===== src/rtl/imu_spi_serf.sv =====
// SPI responder standing in for the 6-axis inertial sensor: 16-bit command frames, a small
// config/sample register map, and a data-ready INT flag.
module imu_spi_serf (
    input  logic        clk,
    input  logic        rst,
    input  logic        SS_n,
    input  logic        SCLK,
    input  logic        MOSI,
    output logic        MISO,
    output logic        INT,
    input  logic        new_sample,
    input  logic [15:0] ptch_rt,
    input  logic [15:0] roll_rt,
    input  logic [15:0] yaw_rt,
    input  logic [15:0] ax,
    input  logic [15:0] ay,
    output logic        int_en
);

    localparam logic [7:0] WHO_AM_I = 8'h6A;

    typedef enum logic [1:0] {StIdle, StCmd, StData, StDone} state_e;

    state_e      state_q;
    logic        ss_meta_q, ss_sync_q, ss_prev_q;
    logic        sclk_meta_q, sclk_sync_q, sclk_prev_q;
    logic        mosi_meta_q, mosi_sync_q;
    logic [15:0] tx_q, rx_q;
    logic [4:0]  rise_cnt_q, fall_cnt_q;
    logic [6:0]  addr_q;
    logic [7:0]  int_ctrl_q, ctrl1_xl_q, ctrl2_g_q, ctrl3_q;
    logic [15:0] ptch_q, roll_q, yaw_q, ax_q, ay_q;
    logic [15:0] pend_ptch_q, pend_roll_q, pend_yaw_q, pend_ax_q, pend_ay_q;
    logic        pend_q, snap_q, int_q;

    logic        ss_rise, ss_fall, sclk_rise, sclk_fall;
    logic        direct_snap, snap_apply, commit, int_clr;
    logic [15:0] rx_shift;
    logic [7:0]  rd_byte;

    assign ss_rise   = ss_sync_q & ~ss_prev_q;
    assign ss_fall   = ~ss_sync_q & ss_prev_q;
    assign sclk_rise = sclk_sync_q & ~sclk_prev_q;
    assign sclk_fall = ~sclk_sync_q & sclk_prev_q;
    assign rx_shift  = {rx_q[14:0], mosi_sync_q};

    // A sample arriving mid-frame is parked until SS_n rises so one frame never mixes samples.
    assign direct_snap = new_sample & ss_sync_q;
    assign snap_apply  = direct_snap | (ss_rise & pend_q);

    // rx_q[15] is the R/W bit once all 16 rises have been shifted in.
    assign commit  = ss_rise && (state_q == StDone);
    assign int_clr = commit && ((rx_q[15] && addr_q == 7'h2B) ||
                                (!rx_q[15] && addr_q == 7'h0D && !rx_q[1]));

    assign MISO   = tx_q[15] & ~ss_sync_q;
    assign INT    = int_q;
    assign int_en = int_ctrl_q[1];

    always_comb begin
        rd_byte = 8'h00;
        case (addr_q)
            7'h0D:   rd_byte = int_ctrl_q;
            7'h0F:   rd_byte = WHO_AM_I;
            7'h10:   rd_byte = ctrl1_xl_q;
            7'h11:   rd_byte = ctrl2_g_q;
            7'h14:   rd_byte = ctrl3_q;
            7'h22:   rd_byte = ptch_q[7:0];
            7'h23:   rd_byte = ptch_q[15:8];
            7'h24:   rd_byte = roll_q[7:0];
            7'h25:   rd_byte = roll_q[15:8];
            7'h26:   rd_byte = yaw_q[7:0];
            7'h27:   rd_byte = yaw_q[15:8];
            7'h28:   rd_byte = ax_q[7:0];
            7'h29:   rd_byte = ax_q[15:8];
            7'h2A:   rd_byte = ay_q[7:0];
            7'h2B:   rd_byte = ay_q[15:8];
            default: rd_byte = 8'h00;
        endcase
    end

    always_ff @(posedge clk or posedge rst) begin
        if (rst) begin
            state_q     <= StIdle;
            ss_meta_q   <= 1'b1;
            ss_sync_q   <= 1'b1;
            ss_prev_q   <= 1'b1;
            sclk_meta_q <= 1'b1;
            sclk_sync_q <= 1'b1;
            sclk_prev_q <= 1'b1;
            mosi_meta_q <= 1'b0;
            mosi_sync_q <= 1'b0;
            tx_q        <= '0;
            rx_q        <= '0;
            rise_cnt_q  <= '0;
            fall_cnt_q  <= '0;
            addr_q      <= '0;
            int_ctrl_q  <= '0;
            ctrl1_xl_q  <= '0;
            ctrl2_g_q   <= '0;
            ctrl3_q     <= '0;
            ptch_q      <= '0;
            roll_q      <= '0;
            yaw_q       <= '0;
            ax_q        <= '0;
            ay_q        <= '0;
            pend_ptch_q <= '0;
            pend_roll_q <= '0;
            pend_yaw_q  <= '0;
            pend_ax_q   <= '0;
            pend_ay_q   <= '0;
            pend_q      <= 1'b0;
            snap_q      <= 1'b0;
            int_q       <= 1'b0;
        end else begin
            ss_meta_q   <= SS_n;
            ss_sync_q   <= ss_meta_q;
            ss_prev_q   <= ss_sync_q;
            sclk_meta_q <= SCLK;
            sclk_sync_q <= sclk_meta_q;
            sclk_prev_q <= sclk_sync_q;
            mosi_meta_q <= MOSI;
            mosi_sync_q <= mosi_meta_q;

            snap_q <= snap_apply;
            if (direct_snap) begin
                ptch_q <= ptch_rt;
                roll_q <= roll_rt;
                yaw_q  <= yaw_rt;
                ax_q   <= ax;
                ay_q   <= ay;
            end else if (snap_apply) begin
                ptch_q <= pend_ptch_q;
                roll_q <= pend_roll_q;
                yaw_q  <= pend_yaw_q;
                ax_q   <= pend_ax_q;
                ay_q   <= pend_ay_q;
            end

            if (new_sample && !ss_sync_q) begin
                pend_q      <= 1'b1;
                pend_ptch_q <= ptch_rt;
                pend_roll_q <= roll_rt;
                pend_yaw_q  <= yaw_rt;
                pend_ax_q   <= ax;
                pend_ay_q   <= ay;
            end else if (ss_rise) begin
                pend_q <= 1'b0;
            end

            if (snap_q && int_ctrl_q[1]) begin
                int_q <= 1'b1;
            end else if (int_clr) begin
                int_q <= 1'b0;
            end

            case (state_q)
                StIdle: begin
                    if (ss_fall) begin
                        state_q    <= StCmd;
                        tx_q       <= '0;
                        rise_cnt_q <= '0;
                        fall_cnt_q <= '0;
                    end
                end
                StCmd: begin
                    if (ss_rise) begin
                        state_q <= StIdle;
                    end else if (sclk_rise) begin
                        rx_q       <= rx_shift;
                        rise_cnt_q <= rise_cnt_q + 5'd1;
                        if (rise_cnt_q == 5'd7) begin
                            addr_q  <= rx_shift[6:0];
                            state_q <= StData;
                        end
                    end else if (sclk_fall) begin
                        fall_cnt_q <= fall_cnt_q + 5'd1;
                        if (fall_cnt_q != 5'd0) tx_q <= {tx_q[14:0], 1'b0};
                    end
                end
                StData: begin
                    if (ss_rise) begin
                        state_q <= StIdle;
                    end else if (sclk_rise) begin
                        rx_q       <= rx_shift;
                        rise_cnt_q <= rise_cnt_q + 5'd1;
                        if (rise_cnt_q == 5'd15) state_q <= StDone;
                    end else if (sclk_fall) begin
                        fall_cnt_q <= fall_cnt_q + 5'd1;
                        if (fall_cnt_q == 5'd8) tx_q <= {rd_byte, 8'h00};
                        else                    tx_q <= {tx_q[14:0], 1'b0};
                    end
                end
                StDone: begin
                    if (ss_rise) begin
                        state_q <= StIdle;
                        if (!rx_q[15]) begin
                            case (addr_q)
                                7'h0D:   int_ctrl_q <= rx_q[7:0];
                                7'h10:   ctrl1_xl_q <= rx_q[7:0];
                                7'h11:   ctrl2_g_q  <= rx_q[7:0];
                                7'h14:   ctrl3_q    <= rx_q[7:0];
                                default: ;
                            endcase
                        end
                    end
                end
                default: state_q <= StIdle;
            endcase
        end
    end

endmodule


===== config.mk =====
export PLATFORM = sky130hd
export DESIGN_NAME = imu_spi_serf
export DESIGN_NICKNAME = d
export VERILOG_FILES = /design/src/rtl/imu_spi_serf.sv
export SDC_FILE = /design/constraint.sdc
export NUM_CORES = 1
export LEC_CHECK = 0
export ABC_AREA = 1
export BUFFER_PORTS_ARGS = -buffer_cell sky130_fd_sc_hd__buf_2
export CELL_PAD_IN_SITES_DETAIL_PLACEMENT = 1
export CELL_PAD_IN_SITES_GLOBAL_PLACEMENT = 1
export CORE_AREA = 3 3 135 267
export CTS_CLUSTER_SIZE = 40
export DETAILED_ROUTE_END_ITERATION = 10
export DIE_AREA = 0 0 138 270
export PLACE_DENSITY = 0.65
export SLEW_MARGIN = 0
export SYNTH_ARGS = -nofsm -noshare
export SYNTH_HDL_FRONTEND = slang
export SYNTH_SLANG_ARGS = --single-unit
export TNS_END_PERCENT = 100

===== constraint.sdc =====
create_clock -name clk -period 8.75 [get_ports clk]
set_input_delay 1.3125 -clock clk [delete_from_list [all_inputs] [get_ports clk]]
set_output_delay 1.3125 -clock clk [all_outputs]
set_load 0.02 [all_outputs]

==> out/summary.txt, run 1 <==
=====================================================================================
Number of failing setup endpoints in the final timing report ...........            0
Max VDD drop ...........................................................   0.000180 V
Number of slew-limit violations in the final report ....................            0
Max_slew headroom ......................................................        34.0%
Worst-case hold slack ..................................................     0.358 ns
Most frequent standard cell in the layout excluding fill and tap cells . sky130_fd_sc_hd__nand2_1
Synthesis-stage register bit count .....................................          246
Worst setup SP type ....................................................   input port
Post-layout minimum cycle time .........................................      3.58 ns
Cells after Synth ......................................................        1,373
Via count ..............................................................        9,245
Sinks on the clock net .................................................          246
Y dimension of the die .................................................       270 um
DIE WIDTH ..............................................................       138 um
Synthesized cell area ..................................................  11,500 um^2
Setup repair after global routing missed its margin ....................           no
# fillers ..............................................................        4,214
CTS HTree Levels .......................................................            1
Worst clock skew on the final layout ...................................    0.0254 ns
Post-detailed-route DRC marker count ...................................            0
MaxCap Viol Count ......................................................            0
Hold Vio Cnt, Final ....................................................            0
HPWL after DPL .........................................................    24,100 um
Crit path max fanout ...................................................           94
Outcome ................................................................ complete, no violations
Share of synthesized registers carrying an async set or reset ..........         100%
Crit path DAT ..........................................................      3.94 ns
Routed Antenna Nets ....................................................            0
Quantity of I/O buffers inserted on ports ..............................           88
Full die area ..........................................................  37,300 um^2
Number of nets in the layout ...........................................        1,527
Maximum number of pins on one net before global-route repair ...........          102
Overall routed net length ..............................................    33,400 um
Fraction of the yosys area taken by sequential cells ...................        53.5%
Number of optimization iterations in the first detailed-route pass .....            4
Initial Utilization ....................................................        33.6%
Number of nets produced by synthesis ...................................        1,467
Clock transition at the registers of the reported paths ................      0.06 ns
DR iter-0 viols ........................................................          419
Latest clock arrival within the worst-skew pair ........................      0.54 ns
Category of the critical setup timing path .............................       in2reg
Ant. Diodes ............................................................            0
Number of buffers created by CTS .......................................           25
GRT Resource Usage Total ...............................................        17.8%
Met2 GRT Util ..........................................................        34.9%
Highest Clock Rate .....................................................      279 MHz
Transition at the pin with the smallest max-transition slack ...........     0.991 ns
Static leakage .........................................................   0.00616 uW
Count of cells resized by post-cts repair ..............................            0
Total negative slack ...................................................         0 ns
Via count of the first global-routing pass .............................        9,990
Core Footprint .........................................................  34,400 um^2
Most used cells in the layout excluding fill and tap cells ............. sky130_fd_sc_hd__nand2_1 (368), sky130_fd_sc_hd__dfrtp_1 (240), sky130_fd_sc_hd__o21ai_0 (207), sky130_fd_sc_hd__inv_1 (135), sky130_fd_sc_hd__nor2_1 (105)
Synthesized area per cell ..............................................    8.40 um^2
Number of antenna violations at the first check in global routing ......            0
Remaining global-route overflow ........................................            0
Vias per cell ..........................................................         4.89
Wire length of the first global-routing pass ...........................    53,600 um
Share of final-layout standard cells stronger than drive strength 1 ....        15.2%
EDFF count, synth ......................................................            0
Most instantiated flip-flop cell in the synthesis netlist .............. sky130_fd_sc_hd__dfrtp_1
Routability congestion estimate from global placement ..................        0.826
Count of boundary I/O pins .............................................           89
Met1 Use GR ............................................................        19.3%
Syn. warnings ..........................................................            0
Area of combinational cells with multiple inputs .......................    4540 um^2
Busiest layer in global routing ........................................         met2
Area Growth Syn to Fin .................................................        14.0%
Cts-stage hold buffer count ............................................            0
Netlist cell types .....................................................           41
Worst hold path type ...................................................      reg2reg
Master cell of the clock root buffer ................................... sky130_fd_sc_hd__clkbuf_16
Slack of the worst reg-to-reg path .....................................      5.42 ns
Storage cell area ......................................................    6160 um^2
Met3 layer usage reported by global route ..............................        1.72%
Post-CTS Setup Repair Bufs .............................................            0
Final cycle utilization of the critical path ...........................        40.9%
Average wire per cell in the routed design .............................      17.6 um
Setup crit end kind ....................................................     register
Placement row count ....................................................           96
Clock tree from TritonCTS ..............................................        built
Required time reported for the critical path endpoint ..................      9.11 ns
Number of buffers on the longest clock path ............................            3
Power density over the cells ...........................................  227 nW/um^2
=====================================================================================
worst max-delay path, stage by stage:
cell	delay [ns]
sky130_fd_sc_hd__buf_2	0.08
sky130_fd_sc_hd__buf_4	0.43
sky130_fd_sc_hd__nand2_4	0.36
sky130_fd_sc_hd__o21ai_4	0.14
sky130_fd_sc_hd__buf_4	0.52
sky130_fd_sc_hd__buf_4	0.76
sky130_fd_sc_hd__o21ai_0	0.22
cell type report:
type	instances	share of cell area, %
well taps	441	4.20
clock buffers	35	5.35
clock inverters	10	0.857
multi-input cells	916	34.5
inverters	148	4.33
repair buffers	96	3.81
flip-flops and latches	246	46.9
metrics by stage:
| stage | std cells | total power [uW] | instance area (um^2) | setup slack [ns] | utilization [%] |
|---|---|---|---|---|---|
| floorplan | 1373 | 1740 | 11500 | 0.689 | - |
| global placement | 1847 | 1900 | 12300 | 4.76 | 35.9 |
| detailed placement | 1847 | 1930 | 12300 | 4.65 | 35.9 |
| CTS | 1892 | 3030 | 13100 | 5.18 | 38.3 |
| global route | 1892 | 3140 | 13100 | 4.90 | 38.3 |
| finish | 1892 | 2980 | 13100 | 5.17 | 38.3 |
cell usage after synthesis (2+ instances only):
cell type                  number  share of area (%)
sky130_fd_sc_hd__nand3_1       75                3.3
sky130_fd_sc_hd__nor2_4         3               0.29
sky130_fd_sc_hd__nor3b_1        2               0.13
sky130_fd_sc_hd__dfstp_2        6                1.4
sky130_fd_sc_hd__nor2_1       105                3.4
sky130_fd_sc_hd__nor3_2         4               0.35
sky130_fd_sc_hd__buf_2         22               0.96
sky130_fd_sc_hd__nand2_1      370                 12
sky130_fd_sc_hd__o21ai_1        5               0.22
sky130_fd_sc_hd__o21ai_2        8               0.61
sky130_fd_sc_hd__nand4_1        2               0.11
sky130_fd_sc_hd__o21ai_0      207                9.0
sky130_fd_sc_hd__mux2_2        38                3.7
sky130_fd_sc_hd__nand2_2        3               0.16
sky130_fd_sc_hd__dfrtp_1      240                 52
sky130_fd_sc_hd__inv_2          8               0.26
sky130_fd_sc_hd__buf_1          3              0.098
sky130_fd_sc_hd__nor3_1         4               0.17
sky130_fd_sc_hd__inv_1        136                4.4
sky130_fd_sc_hd__buf_4          2               0.13
sky130_fd_sc_hd__inv_4          2               0.11
sky130_fd_sc_hd__nand2_4        2               0.20
sky130_fd_sc_hd__ha_1           8               0.87
sky130_fd_sc_hd__clkbuf_1      35                1.1
sky130_fd_sc_hd__o22ai_1       13               0.71
sky130_fd_sc_hd__and3_1         4               0.22
sky130_fd_sc_hd__a31oi_1       41                2.2
sky130_fd_sc_hd__a21oi_1       10               0.43
sky130_fd_sc_hd__nor2_2         3               0.16
where the power goes:
| group | switching, uW | leakage [uW] | internal [uW] |
|---|---|---|---|
| clock network | 465 | 0.000396 | 621 |
| logic | 349 | 0.00268 | 165 |
| registers | 84.9 | 0.00308 | 1290 |
| total | 899 | 0.00616 | 2080 |
final timing paths:
check	start	end	depth (start not counted)
min reg2reg	ss_meta_q$_DFF_PP1_	ss_sync_q$_DFF_PP1_	0
min in group asynchronous	rst	pend_roll_q[6]$_DFFE_PP0P_	2
max	new_sample	ax_q[3]$_DFFE_PP0P_	7
max reg2reg	ss_sync_q$_DFF_PP1_	ax_q[3]$_DFFE_PP0P_	8
max in group asynchronous	rst	pend_ay_q[1]$_DFFE_PP0P_	3
min	ss_meta_q$_DFF_PP1_	ss_sync_q$_DFF_PP1_	0
per-layer routing:
metal  part of all wire, %  vias to the layer above
met5                     0                        -
met3                   2.2                       59
met1                    38                     4509
met4                   4.2                        0
li1                      -                     4571
met2                    56                      106
sequential cells by signal (all words and copies together) (netlist names), 2 cells and up:
| name | count |
|---|---|
| addr_q | 7 |
| ax_q | 16 |
| ay_q | 16 |
| ctrl1_xl_q | 8 |
| ctrl2_g_q | 8 |
| ctrl3_q | 8 |
| fall_cnt_q | 5 |
| int_ctrl_q | 8 |
| pend_ax_q | 16 |
| pend_ay_q | 16 |
| pend_ptch_q | 16 |
| pend_roll_q | 16 |
| pend_yaw_q | 16 |
| ptch_q | 16 |
| rise_cnt_q | 5 |
| roll_q | 16 |
| rx_q | 16 |
| state_q | 2 |
| tx_q | 8 |
| yaw_q | 16 |
kinds of logic after synthesis:
kind of cell	Yosys count	share of synthesized area [%]
AOI/OAI and AO/OA	289	13.6
and+or+nand+nor	580	21.0
muxes	38	3.71
xor gates and xnor gates	1	0.0760
buffers and inverters	211	7.29
adders and majority gates	8	0.868
DFF	246	53.5
Note: power is estimated with default switching activity, not from simulation.
==> inputs of run 2 (changes only) <==
--- a/config.mk
+++ b/config.mk
@@ -13,7 +13,7 @@
 export CTS_CLUSTER_SIZE = 40
 export DETAILED_ROUTE_END_ITERATION = 10
 export DIE_AREA = 0 0 138 270
-export PLACE_DENSITY = 0.65
+export PLACE_DENSITY = 0.67
 export SLEW_MARGIN = 0
 export SYNTH_ARGS = -nofsm -noshare
 export SYNTH_HDL_FRONTEND = slang
==> constraint.sdc (replaced) <==
create_clock -name clk -period 3.1 [get_ports clk]
set_input_delay 0.465 -clock clk [delete_from_list [all_inputs] [get_ports clk]]
set_output_delay 0.465 -clock clk [all_outputs]
set_load 0.02 [all_outputs]
==> out/summary.txt, run 2 (same netlist as run 1, synthesis figures left out) <==
=====================================================================================
Outcome ................................................................ complete, no violations
# fillers ..............................................................        4,164   -1.2%
End-of-flow core utilization ...........................................        39.0%   +0.78 points
Required time reported for the critical path endpoint ..................      2.63 ns   -6.48 ns
Worst-case hold slack ..................................................    0.0279 ns   -0.330 ns
Worst path depth .......................................................            3   -4
Setup repair after global routing missed its margin ....................           no
Latest clock arrival within the worst-skew pair ........................      0.55 ns   about the same
Number of nets in the layout ...........................................        1,536   +0.59%
Post-CTS Setup Repair Bufs .............................................            0   unchanged
CTS HTree Levels .......................................................            1   unchanged
Static leakage .........................................................   0.00628 uW   +2.1%
Number of buffers and inverters on the critical path ...................            2   -2
Kind of cell adding the most delay to the critical path ................ buffers and inverters
Vias per cell ..........................................................         4.98   +2.0%
Critical register-to-register path startpoint .......................... state_q[1]$_DFFE_PP0P_
Y dimension of the die .................................................       270 um   unchanged
Most frequent standard cell in the layout excluding fill and tap cells . sky130_fd_sc_hd__nand2_1
Placement row count ....................................................           96   unchanged
Slowest cell on the critical path ...................................... sky130_fd_sc_hd__dfstp_2
Post-layout minimum cycle time .........................................      2.37 ns
Most used cells in the layout excluding fill and tap cells ............. sky130_fd_sc_hd__nand2_1 (368), sky130_fd_sc_hd__dfrtp_1 (240), sky130_fd_sc_hd__o21ai_0 (207), sky130_fd_sc_hd__inv_1 (135), sky130_fd_sc_hd__nor2_1 (105)
Average wire per cell in the routed design .............................      17.9 um   +1.4%
Routability congestion estimate from global placement ..................        0.802   -3.0%
Number of buffers created by CTS .......................................           25   unchanged
Setup crit end kind ....................................................   output pin
Core Footprint .........................................................  34,400 um^2   unchanged
Ant. Diodes ............................................................            0   unchanged
Final cycle utilization of the critical path ...........................        76.5%
Sinks on the clock net .................................................          246   unchanged
Routed Antenna Nets ....................................................            0   unchanged
Quantity of I/O buffers inserted on ports ..............................           88   unchanged
Crit path max fanout ...................................................           44   -53%
Hold Vio Cnt, Final ....................................................            0   unchanged
Master cell of the clock root buffer ................................... sky130_fd_sc_hd__clkbuf_16
Number of slew-limit violations in the final report ....................            0   unchanged
Clock tree from TritonCTS ..............................................        built
Slowest stage delay, CP ................................................      0.56 ns   -0.20 ns
Post-detailed-route DRC marker count ...................................            0   unchanged
Number of antenna violations at the first check in global routing ......            0   unchanged
Crit path DAT ..........................................................      1.91 ns   -2.03 ns
DR iter-0 viols ........................................................          379   -9.5%
Maximum number of pins on one net before global-route repair ...........          120   +18%
Origin of the worst setup path ......................................... ss_sync_q$_DFF_PP1_
HPWL after DPL .........................................................    24,400 um   +1.0%
Worst R2R End .......................................................... tx_q[10]$_DFFE_PP0P_
Count of boundary I/O pins .............................................           89   unchanged
Crit path cell chain ................................................... buf_4, nor2_1, buf_2
Number of failing setup endpoints in the final timing report ...........            0   unchanged
Slack of the worst reg-to-reg path .....................................      0.84 ns   -4.58 ns
Category of the critical setup timing path .............................      reg2out
Area Growth Syn to Fin .................................................        16.3%
Reg2Reg Depth ..........................................................           12   +4
Highest Clock Rate .....................................................      422 MHz
Overall routed net length ..............................................    34,000 um   +1.8%
Full die area ..........................................................  37,300 um^2   unchanged
Number of buffers on the longest clock path ............................            3   unchanged
Share of final-layout standard cells stronger than drive strength 1 ....        15.6%   +0.45 points
GRT Resource Usage Total ...............................................        18.2%   +0.43 points
Power density over the cells ...........................................  660 nW/um^2   +190%
Clock transition at the registers of the reported paths ................      0.06 ns   about the same
Worst hold path type ...................................................       in2reg
Critical path endpoint .................................................         MISO
Area of combinational cells with multiple inputs .......................    4540 um^2   unchanged
Transition at the pin with the smallest max-transition slack ...........     0.845 ns   -0.146 ns
Max VDD drop ...........................................................   0.000493 V   +170%
MaxCap Viol Count ......................................................            0   unchanged
Worst setup SP type ....................................................     register
Wire length of the first global-routing pass ...........................    55,200 um   +3.0%
Max_slew headroom ......................................................        43.4%   +9.5 points
Via count of the first global-routing pass .............................       10,200   +1.9%
Worst clock skew on the final layout ...................................    0.0250 ns   -0.000360 ns
Initial Utilization ....................................................        33.6%   unchanged
Storage cell area ......................................................    6160 um^2   unchanged
DIE WIDTH ..............................................................       138 um   unchanged
Remaining global-route overflow ........................................            0   unchanged
Via count ..............................................................        9,472   +2.5%
Number of optimization iterations in the first detailed-route pass .....            4   unchanged
=====================================================================================
## run 2: final cells by class
cell class	instances	share of cell area (%)
well taps	441	4.12
clock inverters	10	1.68
repair buffers	105	4.83
flip-flops and latches	246	46.0
multi-input cells	916	33.9
clock buffers	35	5.32
inverters	148	4.22
## run 2: per-layer routing
metal  up-vias  global-route usage (%)  share of wire [%]
li1       4592                       -                  -
met1      4698                    19.7                 38
met4         0                    7.83                4.4
met3        60                    1.61                2.1
met2       122                    35.6                 56
met5         -                       0                  0
## run 2: worst reg2reg max path: stages, from the launching register on
cell,delay [ns]
sky130_fd_sc_hd__dfrtp_1,0.43
sky130_fd_sc_hd__inv_1,0.10
sky130_fd_sc_hd__ha_1,0.44
sky130_fd_sc_hd__nor2_1,0.12
sky130_fd_sc_hd__nand2_1,0.10
sky130_fd_sc_hd__nand2_2,0.07
sky130_fd_sc_hd__nor2_4,0.12
sky130_fd_sc_hd__nand2_4,0.10
sky130_fd_sc_hd__clkinv_2,0.09
sky130_fd_sc_hd__nand2_4,0.09
sky130_fd_sc_hd__nor2_8,0.19
sky130_fd_sc_hd__nand3_4,0.16
sky130_fd_sc_hd__o21ai_2,0.18
## run 2: power breakdown
part | switching, uW | internal [uW] | leakage [uW]
clock network | 1340 | 2180 | 0.000461
registers | 236 | 3640 | 0.00308
logic | 969 | 485 | 0.00274
## run 2: how the worst min path moves through the flow
stage | startpoint | endpoint | cells past startpoint
final | SCLK | sclk_meta_q$_DFF_PP1_ | 1
after global routing | SCLK | sclk_meta_q$_DFF_PP1_ | 1
after CTS | SCLK | sclk_meta_q$_DFF_PP1_ | 1
after detailed placement | mosi_meta_q$_DFF_PP0_ | mosi_sync_q$_DFF_PP0_ | 0
after global placement | mosi_meta_q$_DFF_PP0_ | mosi_sync_q$_DFF_PP0_ | 0
after floorplan | mosi_meta_q$_DFF_PP0_ | mosi_sync_q$_DFF_PP0_ | 0
## run 2: timing repair
action	4_1_cts	5_1_grt
gates resized for setup	0	0
hold buffers	2	0
endpoints found under the hold margin	2	0
## run 2: through the flow
stage | TNS (ns) | setup slack [ns] | std cells | power [uW] | area (um^2)
5_1_grt | 0 | 0.621 | 1901 | 9330 | 13400
6_report | 0 | 0.728 | 1901 | 8850 | 13400
3_5_place_dp | 0 | 0.748 | 1854 | 5420 | 12400
2_1_floorplan | -142.04 | -0.592 | 1373 | 4910 | 11500
4_1_cts | 0 | 0.698 | 1901 | 8990 | 13400
3_3_place_gp | 0 | 0.814 | 1854 | 5360 | 12400
==> inputs of run 3 (changes only) <==
==> constraint.sdc (replaced) <==
create_clock -name clk -period 1.9 [get_ports clk]
set_input_delay 0.285 -clock clk [delete_from_list [all_inputs] [get_ports clk]]
set_output_delay 0.285 -clock clk [all_outputs]
set_load 0.02 [all_outputs]
==> out/summary.txt, run 3 (same netlist as run 1, synthesis figures left out) <==
=====================================================================================
Outcome ................................................................ complete, no violations
Max VDD drop ...........................................................   0.000668 V   +35%
Count of boundary I/O pins .............................................           89   unchanged
Crit path DAT ..........................................................      2.28 ns   +0.37 ns
Setup repair after global routing missed its margin ....................          yes
Setup crit end kind ....................................................     register
Most frequent standard cell in the layout excluding fill and tap cells . sky130_fd_sc_hd__nand2_1
Area Growth Syn to Fin .................................................        23.4%
Terminating pin of the worst hold path ................................. pend_yaw_q[11]$_DFFE_PP0P_
Number of failing setup endpoints in the final timing report ...........            0   unchanged
Post-layout instance area ..............................................  14,200 um^2   +6.1%
Overall routed net length ..............................................    35,300 um   +3.8%
Placement row count ....................................................           96   unchanged
Via count of the first global-routing pass .............................       10,600   +4.2%
Area after DPL .........................................................  12,900 um^2   +3.9%
Worst setup SP type ....................................................     register
Quantity of I/O buffers inserted on ports ..............................           88   unchanged
Post-layout minimum cycle time .........................................      1.83 ns
Number of optimization iterations in the first detailed-route pass .....            4   unchanged
Share of final-layout standard cells stronger than drive strength 1 ....        20.5%   +4.9 points
Worst R2R End .......................................................... ax_q[2]$_DFFE_PP0P_
Critical register-to-register path startpoint .......................... ss_sync_q$_DFF_PP1_
Latest clock arrival within the worst-skew pair ........................      0.53 ns   -0.02 ns
Via count ..............................................................        9,806   +3.5%
GRT Resource Usage Total ...............................................        18.7%   +0.45 points
Sinks on the clock net .................................................          246   unchanged
Hold Vio Cnt, Final ....................................................            0   unchanged
DIE WIDTH ..............................................................       138 um   unchanged
MaxCap Viol Count ......................................................            0   unchanged
Core Footprint .........................................................  34,400 um^2   unchanged
Post-detailed-route DRC marker count ...................................            0   unchanged
CTS HTree Levels .......................................................            1   unchanged
Highest Clock Rate .....................................................      546 MHz
Slack of the worst reg-to-reg path .....................................      0.07 ns   -0.77 ns
HPWL after DPL .........................................................    26,100 um   +7.0%
Full die area ..........................................................  37,300 um^2   unchanged
Initial Utilization ....................................................        33.6%   unchanged
Crit path max fanout ...................................................           69   +57%
Clock tree from TritonCTS ..............................................        built
Number of nets in the layout ...........................................        1,614   +5.1%
Number of buffers created by CTS .......................................           24   -4.0%
Worst clock skew on the final layout ...................................    0.0121 ns   -0.0130 ns
Maximum number of pins on one net before global-route repair ...........           71   -41%
Routability congestion estimate from global placement ..................        0.850   +6.0%
Most used cells in the layout excluding fill and tap cells ............. sky130_fd_sc_hd__nand2_1 (360), sky130_fd_sc_hd__dfrtp_1 (238), sky130_fd_sc_hd__o21ai_0 (198), sky130_fd_sc_hd__inv_1 (133), sky130_fd_sc_hd__nor2_1 (93)
DR iter-0 viols ........................................................          436   +15%
Max_slew headroom ......................................................        67.3%   +24 points
Required time reported for the critical path endpoint ..................      2.35 ns   -0.28 ns
Routed Antenna Nets ....................................................            0   unchanged
Ant. Diodes ............................................................            0   unchanged
Worst hold path cell count .............................................            2   +1
Clock transition at the registers of the reported paths ................      0.07 ns   about the same
Final cycle utilization of the critical path ...........................        96.4%
Number of antenna violations at the first check in global routing ......            0   unchanged
Y dimension of the die .................................................       270 um   unchanged
Master cell of the clock root buffer ................................... sky130_fd_sc_hd__clkbuf_16
Remaining global-route overflow ........................................            0   unchanged
Worst-case hold slack ..................................................    0.0227 ns   -0.00520 ns
Hold Crit Start ........................................................   yaw_rt[11]
Vias per cell ..........................................................         4.96   -0.55%
Worst hold path type ...................................................       in2reg
Number of slew-limit violations in the final report ....................            0   unchanged
Transition at the pin with the smallest max-transition slack ...........     0.490 ns   -0.355 ns
Static leakage .........................................................   0.00665 uW   +5.9%
Power density over the cells ........................................... 1000 nW/um^2   +51%
Category of the critical setup timing path .............................      reg2reg
Number of buffers on the longest clock path ............................            3   unchanged
Average wire per cell in the routed design .............................      17.8 um   -0.33%
Wire length of the first global-routing pass ...........................    56,300 um   +1.9%
Reg2Reg Depth ..........................................................            6   -6
=====================================================================================
run 3: cell types whose count changed in the layout (fill, tap and decap cells not counted), sizes merged:
cell / previous run / this run
buf: 103 / 158
dlygate4sd3: 2 / 25
bufinv: 7 / 2
clkinvlp: 1 / 4
clkbuf: 35 / 37
clkinv: 5 / 4
inv: 145 / 146
run 3: worst max-delay path by stage:
stage	start	endpoint	slack, ns	cells after the start
detailed placement	state_q[1]$_DFFE_PP0P_	tx_q[14]$_DFFE_PP0P_	-0.06	12
CTS	addr_q[4]$_DFFE_PP0P_	tx_q[11]$_DFFE_PP0P_	0.001	10
floorplan	rst	INT$_DFFE_PP0P_	-1.61	1
global placement	addr_q[4]$_DFFE_PP0P_	tx_q[9]$_DFFE_PP0P_	-0.008	9
global route	addr_q[2]$_DFFE_PP0P_	tx_q[14]$_DFFE_PP0P_	-0.03	10
finish	ss_sync_q$_DFF_PP1_	ax_q[2]$_DFFE_PP0P_	0.07	6
run 3: layer usage:
layer / vias to the layer above / global-route usage, % / share of wire, %
met4: 0 / 8.59 / 4.2
met5: - / 0 / 0
met1: 4869 / 19.8 / 37
met2: 124 / 36.6 / 57
met3: 66 / 1.65 / 1.9
li1: 4747 / - / -
run 3: final cells by class:
type | instances | area [um^2]
Fill cell | 4167 | 20100
Sequential cell | 246 | 6170
Multi-Input combinational cell | 916 | 4680
Timing Repair Buffer | 184 | 1470
Clock buffer | 36 | 697
Inverter | 148 | 569
Tap cell | 441 | 552
Clock inverter | 8 | 101
run 3: what timing repair did:
| action | CTS | global route |
|---|---|---|
| endpoints found under the setup margin | 10 | 38 |
| buffers inserted | 5 | 2 |
| hold buffers | 25 | 0 |
| gates resized for setup | 11 | 44 |
| gates cloned | 0 | 1 |
| endpoints found under the hold margin | 31 | 0 |
| pin swaps | 7 | 14 |
run 3: power by group:
part	total, uW	internal, uW	switching [uW]
Sequential	6350	5950	402
Combinational	2970	1140	1820
Clock	4920	2820	2100
run 3: metrics by stage:
stage	util [%]	power, uW	worst slack (ns)	std cells	TNS, ns
3_5_place_dp	37.6	9120	-0.0584	1902	-0.350
3_3_place_gp	37.6	9000	-0.00824	1902	-0.0146
4_1_cts	40.9	14300	0.00138	1976	0
2_1_floorplan	-	8020	-1.61	1373	-391.44
6_report	41.4	14200	0.0692	1979	0
5_1_grt	41.4	15000	-0.0305	1979	-0.117
run 3: critical path, stage by stage (launching register included):
cell                      delay, ns
sky130_fd_sc_hd__dfstp_2       0.57
sky130_fd_sc_hd__buf_4         0.16
sky130_fd_sc_hd__nand2_4       0.19
sky130_fd_sc_hd__buf_12        0.25
sky130_fd_sc_hd__o21ai_0       0.35
sky130_fd_sc_hd__nand2_1       0.09
sky130_fd_sc_hd__o21ai_0       0.08
